**src/rtl/gpu_main_controller.sv**
```systemverilog
// Top-level sequencing FSM of the 2D GPU: configuration first, then instruction
// dispatch to the line+fill engines or the alpha engine. Moore outputs, one-hot enables.
module gpu_main_controller (
   input  logic clk,
   input  logic n_rst,
   input  logic inst_type,
   input  logic alpha_done,
   input  logic fifo_empty,
   input  logic bla_done,
   input  logic config_in,
   input  logic config_done,
   input  logic fill_done,
   output logic read_en,
   output logic alpha_en,
   output logic bla_en,
   output logic config_en,
   output logic fill_en
);

   typedef enum logic [3:0] {
      IDLE        = 4'd0,
      CONFIG      = 4'd1,
      WAIT_CONFIG = 4'd2,
      DECODE      = 4'd3,
      BLA         = 4'd4,
      WAIT_BLA    = 4'd5,
      FILL        = 4'd6,
      WAIT_FILL   = 4'd7,
      ALPHA       = 4'd8,
      WAIT_ALPHA  = 4'd9
   } state_e;

   state_e state_q, state_d;

   // NOTE: sequential state uses non-blocking assignment so every flop samples
   // pre-edge values; the async reset takes effect without waiting for clk.
   always_ff @(posedge clk or negedge n_rst) begin
      if (!n_rst) state_q <= IDLE;
      else        state_q <= state_d;
   end

   // Each done/request input is looked at only in the state that owns it, so a
   // stale or held flag is harmlessly absorbed by the following WAIT state.
   always_comb begin
      // NOTE: defaults first so every path assigns every output (no latches).
      state_d   = state_q;
      read_en   = 1'b0;
      alpha_en  = 1'b0;
      bla_en    = 1'b0;
      config_en = 1'b0;
      fill_en   = 1'b0;
      unique case (state_q)
         IDLE: begin
            if (config_in) state_d = CONFIG;
         end
         CONFIG: begin
            config_en = 1'b1;
            if (config_done) state_d = WAIT_CONFIG;
         end
         WAIT_CONFIG: begin
            state_d = fifo_empty ? IDLE : DECODE;
         end
         DECODE: begin
            read_en = 1'b1;
            state_d = inst_type ? ALPHA : BLA;
         end
         BLA: begin
            bla_en = 1'b1;
            if (bla_done) state_d = WAIT_BLA;
         end
         WAIT_BLA: begin
            state_d = FILL;
         end
         FILL: begin
            fill_en = 1'b1;
            if (fill_done) state_d = WAIT_FILL;
         end
         WAIT_FILL: begin
            state_d = fifo_empty ? IDLE : DECODE;
         end
         ALPHA: begin
            alpha_en = 1'b1;
            if (alpha_done) state_d = WAIT_ALPHA;
         end
         WAIT_ALPHA: begin
            state_d = fifo_empty ? IDLE : DECODE;
         end
         default: begin
            state_d = IDLE;
         end
      endcase
   end

endmodule

```
**config.mk**
```make
export PLATFORM = sky130hd
export DESIGN_NAME = gpu_main_controller
export DESIGN_NICKNAME = d
export VERILOG_FILES = /design/src/rtl/gpu_main_controller.sv
export SDC_FILE = /design/constraint.sdc
export NUM_CORES = 1
export LEC_CHECK = 0
export ABC_AREA = 1
export BUFFER_PORTS_ARGS = -buffer_cell sky130_fd_sc_hd__buf_4
export CAP_MARGIN = 20
export CORE_AREA = 2 2 39 41
export DETAILED_ROUTE_END_ITERATION = 16
export DIE_AREA = 0 0 41 43
export PLACE_DENSITY_LB_ADDON = 0.12
export REMOVE_ABC_BUFFERS = 1
export SETUP_SLACK_MARGIN = 0.2
export SYNTH_ARGS = -nofsm -noshare
export SYNTH_HDL_FRONTEND = slang
export SYNTH_SLANG_ARGS = --single-unit
```
**constraint.sdc**
```tcl
create_clock -name clk -period 1.5 [get_ports clk]
set_clock_uncertainty 0.1 [all_clocks]
set_input_delay 0.3 -clock clk [delete_from_list [all_inputs] [get_ports clk]]
set_output_delay 0.3 -clock clk [all_outputs]
set_load 0.02 [all_outputs]
```
==> qor.yml <==
status: "finished with violations"
violations: "negative setup slack"
die_y_um: 43
min-delay-start: "inst_type"
antenna_left: 0
drc: 0
synth.distinct_cells: 12
slowest_delay_ns: 0.40
ys_ff_latch: 4
grt_overflow: 0
routedWlPerCell_um: 9.53
yosysMostFrequentCell: "nand2_1"
grt_use_total_pct: 13.3
synth_area_leader_cell: "dfrtp_1"
cap_viol_max_count: 0
holdPathStages: 2
max_freq_mhz: 659
reg2reg_to: "state_q[1]$_DFFE_PN0P_"
synth_enable_flop_cells: 0
hold_slack_ns: 0.173
p_per_area_nw_per_um2: 1880
port_buffers: 13
gp_congestion: 0.714
rsz0062_at_grt: "yes"
dp_slack_ns: 0.180
r2r_cells: 8
gr-usage-met1_pct: 16.1
antenna_cells: 0
cp_slowest_cell: "dfrtp_1"
dr.pass1.iters: 4
gr-usage-met2_pct: 20.3
p_leak_uw: 0.000340
cp-end-kind: "output port"
numCtsBuffers: 3
cts_root_buffer: "clkbuf_4"
setup_viol: 3
tightestPinTransition_ns: 0.182
cts_tree: "done"
grt_antenna_before_repair: 0
clock-sinks: 4
clk_latency_ns: 0.23
htree_levels: 1
hold_viol_final: 0
cp.required_ns: 1.10
fin_nets: 93
largest_register_ffs: 4
initial_core_util_pct: 24.0
vias: 419
worstSetupStartpointType: "flop"
min_period_ns: 1.52
path_cells: "inv_2, nand2_2, nor3_4, buf_6"
grt_max_degree: 6
dieWidth_um: 41
clk_pin_slew_ns: 0.03
critPathArrivalTime_ns: 1.12
synth_ff_type: "dfrtp_1"
criticalPathCategory: "reg2out"
ir_drop_mv: 0.840
dp_hpwl_um: 754
drt_iter0_drc: 4
path_max_fanout: 4
hp-class: "in2reg"
pin_count: 14
drive_gt1_share_pct: 52.4
synth-async-reset-ratio_pct: 100
crit_start: "state_q[3]$_DFFE_PN0P_"
finalPower_uw: 1120
coreArea_um2: 1380
cts_max_path_buffers: 2
synth_top_area_share_pct: 30.2
finalCritPeriodShare_pct: 101
netlist_area_um2: 332
grt_pass1_vias: 390
crit_family: "flip-flops"
regMostFlops: "state_q"
ys_seq_area_share_pct: 30.2
slew_headroom_pct: 87.9
syn_inst: 57
grt_pass1_wl_mm: 1.57
top_usage_layer: "met2"
synthTopCellsByCount: "nand2_1 (18), inv_1 (11), nor2_1 (9)"
fp-row-count: 14
drv_slew: 0
final.setup.worst_slack_ns: -0.0186
cp.depth: 4
synthToLayoutAreaGrowth_pct: 79.2
r2r_start: "state_q[3]$_DFFE_PN0P_"
whs_endpoint: "state_q[2]$_DFFE_PN0P_"
dieArea_um2: 1760
via_per_inst: 4.28
wirelength_um: 934
synth_area_per_cell_um2: 5.82
grt_use_met3_pct: 3.14
largestRegisters: "state_q: 4 flops"
ys_warn_count: 0
cp.buffers_inverters: 2
synthTopCellsByArea: "dfrtp_1 (30%), nand2_1 (20%), inv_1 (12%)"
reg2reg_slack_ns: 0.13
==> area by class of cell <==
class,count,area (um^2)
Clock buffer,3,22.5
Fill cell,165,790
Inverter,13,51.3
Multi-Input combinational cell,40,214
Sequential cell,4,104
Tap cell,16,20.0
Timing Repair Buffer,22,183
==> power by group <==
group          switching, uW  total [uW]  internal, uW
combinational            397         733           336
clock                   39.8         129          89.2
sequential              91.7         255           163
==> kinds of logic after synthesis <==
logic type	count (synthesis)	share of synthesized area, %
buffers and inverters	13	14.7
AOI/OAI and AO/OA	2	3.40
DFF	4	30.2
and+or+nand+nor	38	51.7
==> how the worst max path moves through the flow <==
stage	end	slack (ns)
4_1_cts	alpha_en	-0.04
6_report	fill_en	-0.02
3_5_place_dp	fill_en	0.18
2_1_floorplan	config_en	0.13
3_3_place_gp	alpha_en	0.18
5_1_grt	read_en	-0.1
==> layer usage <==
metal | up-vias | share of wire [%]
met5 | - | 0
met4 | 0 | 0
met3 | 0 | 4.7
met2 | 10 | 55
met1 | 188 | 40
li1 | 221 | -
==> metrics by stage <==
stage,std cells,utilization [%],instance area [um^2],TNS (ns)
4_1_cts,95,39.5,547,-0.0949
3_5_place_dp,88,33.5,464,0
5_1_grt,98,42.9,594,-0.387
2_1_floorplan,57,-,332,0
6_report,98,42.9,594,-0.0419
3_3_place_gp,88,33.5,464,0
==> placed cells by master, fill, tap and decap left out <==
| cell | instances |
|---|---|
| nor2_2 | 5 |
| inv_2 | 4 |
| nor2_4 | 2 |
| nand3b_1 | 2 |
| buf_6 | 4 |
| dfrtp_2 | 3 |
| nor2_1 | 5 |
| nand2_1 | 16 |
| nand3_1 | 4 |
| dlygate4sd3_1 | 1 |
| clkbuf_4 | 3 |
| nor3_4 | 1 |
| inv_1 | 8 |
| inv_4 | 1 |
| nand2_2 | 3 |
| o22ai_1 | 1 |
| buf_4 | 17 |
| dfrtp_1 | 1 |
| o21ai_0 | 1 |
==> worst register-to-register path: cells and delay by family (launching register included) <==
family / cells / cell delay [ns]
flip-flops: 1 / 0.40
AND/OR/NAND/NOR: 6 / 0.48
buffers and inverters: 2 / 0.27
==> what timing repair did <==
| item | in CTS | in global routing |
|---|---|---|
| resized for setup | 10 | 10 |
| setup endpoints to repair | 5 | 8 |
| endpoints found under the hold margin | 4 | 0 |
| pin swaps | 0 | 1 |
| hold buffers | 1 | 0 |
| buffers inserted | 3 | 3 |
Note: power is estimated with default switching activity, not from simulation.
